File: src/rtl/mips_pkg.sv
// mips_pkg: prefetch-queue FSM states, queue entry {pc, inst} and default queue depth
package mips_pkg;
  localparam int PFQ_DEPTH_DEFAULT = 4;
  typedef enum logic [1:0] {IDLE, WAIT, DRAIN} pfq_state_e;
  typedef struct packed {
    logic [31:0] pc;
    logic [31:0] inst;
  } pfq_entry_t;
endpackage

File: src/rtl/pfq_fifo.sv
// pfq_fifo: sync FIFO of fetched entries; in: clk, reset, push, push_data, pop, flush; out: count, head_valid, head (zero when empty)
import mips_pkg::*;
module pfq_fifo #(
  parameter int DEPTH = PFQ_DEPTH_DEFAULT
) (
  input  logic                     clk,
  input  logic                     reset,
  input  logic                     push,
  input  pfq_entry_t               push_data,
  input  logic                     pop,
  input  logic                     flush,
  output logic [$clog2(DEPTH):0]   count,
  output logic                     head_valid,
  output pfq_entry_t               head
);
  localparam int AW = $clog2(DEPTH);
  pfq_entry_t mem [DEPTH];
  logic [AW-1:0] rd_ptr, wr_ptr;
  always_ff @(posedge clk or posedge reset)
    if (reset) begin
      rd_ptr <= '0;
      wr_ptr <= '0;
      count <= '0;
    end else if (flush) begin
      rd_ptr <= '0;
      wr_ptr <= '0;
      count <= '0;
    end else begin
      rd_ptr <= rd_ptr + AW'(pop);
      wr_ptr <= wr_ptr + AW'(push);
      count <= count + (AW+1)'(push) - (AW+1)'(pop);
    end
  always_ff @(posedge clk)
    if (push && !flush) mem[wr_ptr] <= push_data;
  assign head_valid = count != '0;
  assign head = head_valid ? mem[rd_ptr] : '0;
endmodule

File: src/rtl/inst_prefetch_queue.sv
// inst_prefetch_queue: single-outstanding instruction prefetcher; imem_req/imem_addr out, imem_valid/imem_inst in, inst_valid/inst/inst_pc head out, inst_ready/redirect/redirect_addr/halted in
import mips_pkg::*;
module inst_prefetch_queue #(
  parameter int          DEPTH    = PFQ_DEPTH_DEFAULT,
  parameter logic [31:0] RESET_PC = 32'h0000_0000
) (
  input  logic        clk,
  input  logic        reset,
  output logic        imem_req,
  output logic [31:0] imem_addr,
  input  logic        imem_valid,
  input  logic [31:0] imem_inst,
  output logic        inst_valid,
  output logic [31:0] inst,
  output logic [31:0] inst_pc,
  input  logic        inst_ready,
  input  logic        redirect,
  input  logic [31:0] redirect_addr,
  input  logic        halted
);
  localparam int CW = $clog2(DEPTH) + 1;
  pfq_state_e state, state_next;
  logic [31:0] fetch_pc;
  logic [CW-1:0] count;
  logic push, pop;
  pfq_entry_t push_data, head;
  assign push_data = {fetch_pc, imem_inst};
  assign pop = inst_valid && inst_ready && !redirect;
  pfq_fifo #(.DEPTH(DEPTH)) u_fifo (
    .clk(clk),
    .reset(reset),
    .push(push),
    .push_data(push_data),
    .pop(pop),
    .flush(redirect),
    .count(count),
    .head_valid(inst_valid),
    .head(head)
  );
  always_ff @(posedge clk or posedge reset)
    if (reset) state <= IDLE;
    else state <= state_next;
  always_comb begin
    state_next = state;
    imem_req = 1'b0;
    push = 1'b0;
    case (state)
      IDLE: begin
        imem_req = !reset && count < CW'(DEPTH) && !halted && !redirect;
        state_next = imem_req ? WAIT : IDLE;
      end
      WAIT: begin
        push = imem_valid && !redirect;
        state_next = imem_valid ? IDLE : redirect ? DRAIN : WAIT;
      end
      DRAIN: state_next = imem_valid ? IDLE : DRAIN;
      default: state_next = IDLE;
    endcase
  end
  always_ff @(posedge clk or posedge reset)
    if (reset) fetch_pc <= RESET_PC;
    else if (redirect) fetch_pc <= redirect_addr & ~32'd3;
    else if (push) fetch_pc <= fetch_pc + 32'd4;
  assign imem_addr = fetch_pc;
  assign inst = head.inst;
  assign inst_pc = head.pc;
endmodule

File: config.mk
export PLATFORM = sky130hd
export DESIGN_NAME = inst_prefetch_queue
export DESIGN_NICKNAME = d
export VERILOG_FILES = /design/src/rtl/mips_pkg.sv /design/src/rtl/pfq_fifo.sv /design/src/rtl/inst_prefetch_queue.sv
export SDC_FILE = /design/constraint.sdc
export NUM_CORES = 1
export LEC_CHECK = 0
export ABC_AREA = 1
export BUFFER_PORTS_ARGS = -buffer_cell sky130_fd_sc_hd__buf_2
export CAP_MARGIN = 0
export CORE_MARGIN = 2
export CORE_UTILIZATION = 35
export CTS_CLUSTER_SIZE = 30
export DETAILED_ROUTE_END_ITERATION = 6
export HOLD_SLACK_MARGIN = 0.12
export SLEW_MARGIN = 20
export SYNTH_ARGS = -nofsm -noshare
export SYNTH_HDL_FRONTEND = slang
export SYNTH_SLANG_ARGS = --single-unit
File: constraint.sdc
create_clock -name clk -period 9.73 [get_ports clk]
set_clock_uncertainty 0.05 [all_clocks]
set_input_delay 0.4865 -clock clk [delete_from_list [all_inputs] [get_ports clk]]
set_output_delay 0.4865 -clock clk [all_outputs]
set_load 0.01 [all_outputs]
== After elaboration in Yosys (flattened, before gate mapping) ==
Memories as Yosys holds them, arrays and structs flattened.
Cells that the tools add are included.

* Flip-flop bits (word level): 41
* Bits in writable memories: 256
* Bits of input ports: 70
* Output and inout port bits: 98
* Logic and storage cells: 42
* Memories kept: 1

{| class="wikitable"
|+ Memory list
! memory !! words !! width !! read ports !! clocked after Yosys merged registers in !! wr ports !! RTL line !! RTL
|-
| u_fifo.mem || 4 || 64 || 1 || 0 || 1 || pfq_fifo.sv:17 || <nowiki>pfq_entry_t mem [DEPTH];</nowiki>
|}

* Add/subtract/negate cells: 5
* Magnitude comparators: 1
* Equality and inequality tests: 2
* Mux-type cells: 15
* Reduce and logical (&&, ||, !) cells: 13

{| class="wikitable"
|+ Operators by type and width
! operator !! count
|-
| $mux 32 || 2
|-
| $mux 64 || 1
|-
| $add 32x3->32 const B || 1
|-
| $mux 2 || 5
|-
| $logic_and 1x1->1 || 7
|-
| $pmux 2 s3 || 1
|-
| $mux 1 || 5
|-
| $add 2x1->2 || 2
|-
| $add 3x1->3 || 1
|-
| $logic_not 1->1 || 3
|-
| $lt 3x3->1 const B || 1
|-
| $mux 3 || 1
|-
| $reduce_bool 3->1 || 1
|-
| $sub 3x1->3 || 1
|-
| $eq 2x1->1 const B || 1
|-
| $eq 2x2->1 const B || 1
|-
| $logic_not 2->1 || 1
|-
| $reduce_bool 2->1 || 1
|}

== Depth between registers and ports, before layout ==
* Word-level depth: 6
* Mapped depth: 12
* Gate-level depth less buffers: 11

== By module ==
From an unflattened synthesis, not the netlist that was laid out.

* Cell total of the unflattened synthesis: 1408
* Area, all modules: 13561.8 um^2

{| class="wikitable"
|+ By module, submodules not included
! module !! times used !! cells an instance !! area an instance (um^2) !! seq. area each (um^2)
|-
| pfq_fifo || 1 || 1055 || 11200.7 || 7862.5
|-
| inst_prefetch_queue || 1 || 353 || 2361.0 || 800.8
|}

== Worst setup path after synthesis ==
Ideal clock, no wire load.

* Kind: input to register
* Start point: in redirect
* End point: mem u_fifo.mem[0][0] in the netlist's numbering, enable pin
* Library setup time: 558 ps
* Arrival time: 5275 ps
* Data required time: 9122 ps
* Setup slack: 3847 ps
* Cell stages on the path: 6
* Path buffers: 1
* Path through: inv_2 nand2_2 nor2_4 inv_2 buf_2 nor3_1

* Word-level cells in the longest chain between the ends: 6

{| class="wikitable"
|+ Ends and longest elaborated chain
! what !! RTL line !! RTL
|-
| start, declared || inst_prefetch_queue.sv:17 || <nowiki>input logic redirect,</nowiki>
|-
| $logic_not 1->1 * || pfq_fifo.sv:34, inst_prefetch_queue.sv:53 ||
|-
| $logic_and 1x1->1 || inst_prefetch_queue.sv:53 || <nowiki>push = imem_valid && !redirect;</nowiki>
|-
| $mux 1 || inst_prefetch_queue.sv:47 || <nowiki>case (state)</nowiki>
|-
| $logic_and 1x1->1 * || pfq_fifo.sv:34 || <nowiki>if (push && !flush) mem[wr_ptr] <= push_data;</nowiki>
|-
| $mux 1 * || pfq_fifo.sv:34 ||
|-
| $mux 1 (implied by the code) * || pfq_fifo.sv:34 ||
|-
| end, declared || pfq_fifo.sv:17 ||
|}

Mark *: on every way between the ends. The rest lies on a longest branch, timed or not.

== Worst setup path after layout ==
* Start point: reg u_fifo.rd_ptr[0]
* End point: out inst[8]

* Word-level cells in the longest chain between the ends: 2

{| class="wikitable"
|+ Ends and longest elaborated chain
! what !! RTL line !! RTL
|-
| start, declared || pfq_fifo.sv:18 || <nowiki>logic [AW-1:0] rd_ptr, wr_ptr;</nowiki>
|-
| start signal, assigned || pfq_fifo.sv:29 || <nowiki>rd_ptr <= rd_ptr + AW'(pop);</nowiki>
|-
| $mem_v2 4x64 || n/a ||
|-
| $mux 64 || pfq_fifo.sv:36 || <nowiki>assign head = head_valid ? mem[rd_ptr] : '0;</nowiki>
|-
| end, declared || inst_prefetch_queue.sv:14 || <nowiki>output logic [31:0] inst,</nowiki>
|}

Every way passes these cells.

==> results by group <==
Clocking
  – CTS H-tree lvls: 2
  – CTS tree: yes
  – Clk root buf: clkbuf_16
  – Clock Path Buffers: 3
  – Clock Pin Slew Worst Setup and Hold Paths: 50 ps
  – Skew-Pair Late Insertion Delay: 500 ps
  – CTS Sinks: 287
  – Post-CTS Setup Bufs: 0
  – CTS Buf Count: 34

GRT
  – GRT Total Usage: 17.3%
  – Met3 GRT Util: 3.05%
  – Most used routing layer: met2
  – Largest net degree at the start of global routing: 85
  – First-pass GRT wire length: 47.9 mm
  – Met1 usage: 23.2%
  – Initial antenna violation count: 1
  – GR Util met2: 28.9%
  – GRT overflow: 0
  – Vias in the first global route: 8382

Finish
  – Final nets: 1377
  – Fill cells: 3253
  – Layout Cells excl Fill: 1781
  – Area grow syn2layout: 18.6%
  – Share of post-route cells with drive strength above 1: 18.1%

Drt
  – Via count: 8685
  – Initial DRC count: 678
  – Routed wire per std cell: 17.7 um
  – Drc violations: 0
  – Antenna Nets Post-Route: 0
  – Drt via density: 4.88
  – 1st-pass router iterations: 5
  – Final WL: 31.5 mm

Synth
  – Count leader, synth: nor2_1
  – Synthesized area per cell: 10.7 um^2
  – Register area share after synthesis: 69.0%
  – Area leader, netlist: edfxtp_1
  – Yosys warning total: 0
  – Distinct cells, synth: 33
  – Leading register cell type out of synthesis: edfxtp_1
  – Cell Area, Synth: 12200 um^2
  – Yosys top cell area share: 61.0%
  – EDFF count, synth: 248
  – Synth Instances: 1144
  – Synth top cells by count: 297 x nor2_1, 248 x edfxtp_1, 146 x nand2_1
  – Seq cells post-synth: 287
  – Async SR Flop Fraction: 13.6%
  – Top cells by area, synth: edfxtp_1 61%, nor2_1 9.1%, dfrtp_1 8.0%, o21ai_0 5.7%, nand2_1 4.5%

Placement
  – Gpl congestion: 0.804
  – I/O Buffers: 161
  – Post-Place Setup Slack: 6190 ps
  – Placed cells: 1718
  – Half-perimeter wire length after placement: 18.1 mm

Pwr
  – P per Cell Area: 218 nW/um^2
  – Reg power frac: 45.6%
  – Combinational Power Share: 18.9%
  – LEAKAGE: 5.56 nW
  – Peak supply drop: 0.189 mV
  – Clock power frac: 35.5%
  – Sw Ratio: 29.5%
  – Switch Pwr: 0.932 mW
  – Cell Int Power: 2.23 mW

Setup path
  – Max stage delay on crit path: 890 ps
  – Crit path DAT: 3340 ps
  – Cell Chain, Critical Path: clkinv_2 > buf_4 > o21ai_0 > a21oi_1 > buf_2
  – Crit path launch type: flip-flop
  – CP required: 9190 ps
  – CP Class: reg -> out
  – Critical path's slowest cell: dfrtp_4
  – Max FO, Critical Path: 84
  – Worst Setup End Kind: primary output

STA
  – Relative slew margins: 32.9%
  – Final setup viols: 0
  – Pins Over Slew Limit: 0
  – Final Worst Setup Slack: 5860 ps
  – Max Freq: 0.258 GHz
  – Hold Fails Final Rpt: 0
  – Fin crit share: 39.8%
  – Setup TNS: 0 ps
  – RSZ-0062 raised after global routing: no
  – Slew @ Worst Pin: 1000 ps
  – Min cycle time layout: 3870 ps

Die
  – Top Ports: 168
  – Die width: 191 um
  – Die Y: 191 um
  – Core area: 34500 um^2
  – Num rows: 68
  – Die area: 36400 um^2
  – Initial core utilization: 35.4%

Outcome
  – Status: finished, final reports clean

Job
  – Max-cap violation count: 0

Hold path
  – Hold Path Class: in -> reg
placed cells by master (no fill, tap or decap), types with 5 or more instances in the layout:
master | synthesis | final
nor2_1 | 297 | 297
edfxtp_1 | 248 | 248
buf_2 | 20 | 161
nand2_1 | 146 | 146
o21ai_0 | 140 | 140
a21oi_1 | 64 | 64
inv_1 | 51 | 51
nand3_1 | 45 | 45
dfrtp_1 | 39 | 37
clkbuf_16 | 0 | 35
buf_4 | 7 | 14
o21bai_1 | 9 | 9
clkbuf_1 | 23 | 8
clkinv_1 | 0 | 8
clkinv_2 | 0 | 6
nor3_2 | 1 | 5
ha_1 | 5 | 5
through the flow:
stage	utilization [%]	instance area [um^2]	total power [mW]	hold slack (ps)
6_report	42.0	14500	3.16	153
5_1_grt	42.0	14500	3.32	130
4_1_cts	42.0	14500	3.21	127
3_5_place_dp	39.1	13500	2.08	485
3_3_place_gp	39.1	13500	2.07	456
2_1_floorplan	-	12200	1.79	442
final cells by class:
cell class | instances | area [um^2] | share of cell area (%)
flip-flops and latches | 287 | 8430 | 58.2
multi-input cells | 746 | 3350 | 23.1
repair buffers | 177 | 931 | 6.43
clock buffers | 44 | 920 | 6.35
well taps | 455 | 569 | 3.93
inverters | 55 | 208 | 1.43
clock inverters | 15 | 71.3 | 0.493
diodes | 2 | 5.00 | 0.0346
routing by layer:
layer  vias up  part of all wire [%]
li1       4218                     -
met1      4147                    44
met2       269                    47
met3        49                   6.3
met4         2                   1.8
met5         -                 0.041
path summary, 6_finish.rpt:
check,slack [ps],end,start,depth (start not counted)
max,5860,inst[8],u_fifo.rd_ptr[0]$_DFF_PP0_,5
min,150,u_fifo.mem[0][26]$_DFFE_PP_,imem_inst[26],1
max reg2reg,6900,u_fifo.mem[2][52]$_DFFE_PP_,state[1]$_DFF_PP0_,6
min reg2reg,490,state[1]$_DFF_PP0_,state[1]$_DFF_PP0_,3
max in group asynchronous,8570,u_fifo.rd_ptr[0]$_DFF_PP0_,reset,4
min in group asynchronous,630,state[1]$_DFF_PP0_,reset,4
kinds of logic (layout without fill, tap and decap cells):
kind of cell,after synthesis,in the layout,share of synthesized area (%)
xor gates and xnor gates,5,5,0.359
buffers and inverters,114,291,3.92
and+or+nand+nor,512,512,16.7
DFF,287,287,69.0
other,1,6,0.0307
adders and majority gates,6,6,0.676
AOI/OAI and AO/OA,219,219,9.30
what timing repair did:
item / in CTS / in global routing
hold endpoints to repair: 40 / 0
gates resized for setup: 0 / 0
hold buffers: 2 / 0
registers in the layout (all words and copies together), names as in the netlist:
name           flops
u_fifo.wr_ptr      2
imem_addr         30
u_fifo.mem       248
state              2
u_fifo.rd_ptr      2
u_fifo.count       3
power groups by stage:
stage / clock network [mW] / logic (mW) / registers, mW
final: 1.12 / 0.597 / 1.44
after global routing: 1.20 / 0.670 / 1.45
after CTS: 1.16 / 0.615 / 1.44
after detailed placement: 0 / 0.613 / 1.47
after global placement: 0 / 0.606 / 1.47
after floorplan: 0 / 0.352 / 1.43
critical path, delay by kind of cell, from the launching register on:
kind / cells / cell delay (ps)
flip-flops: 1 / 890
AO/OA/AOI/OAI: 2 / 410
buffers and inverters: 3 / 1430
(Power assumes the default switching activity.)
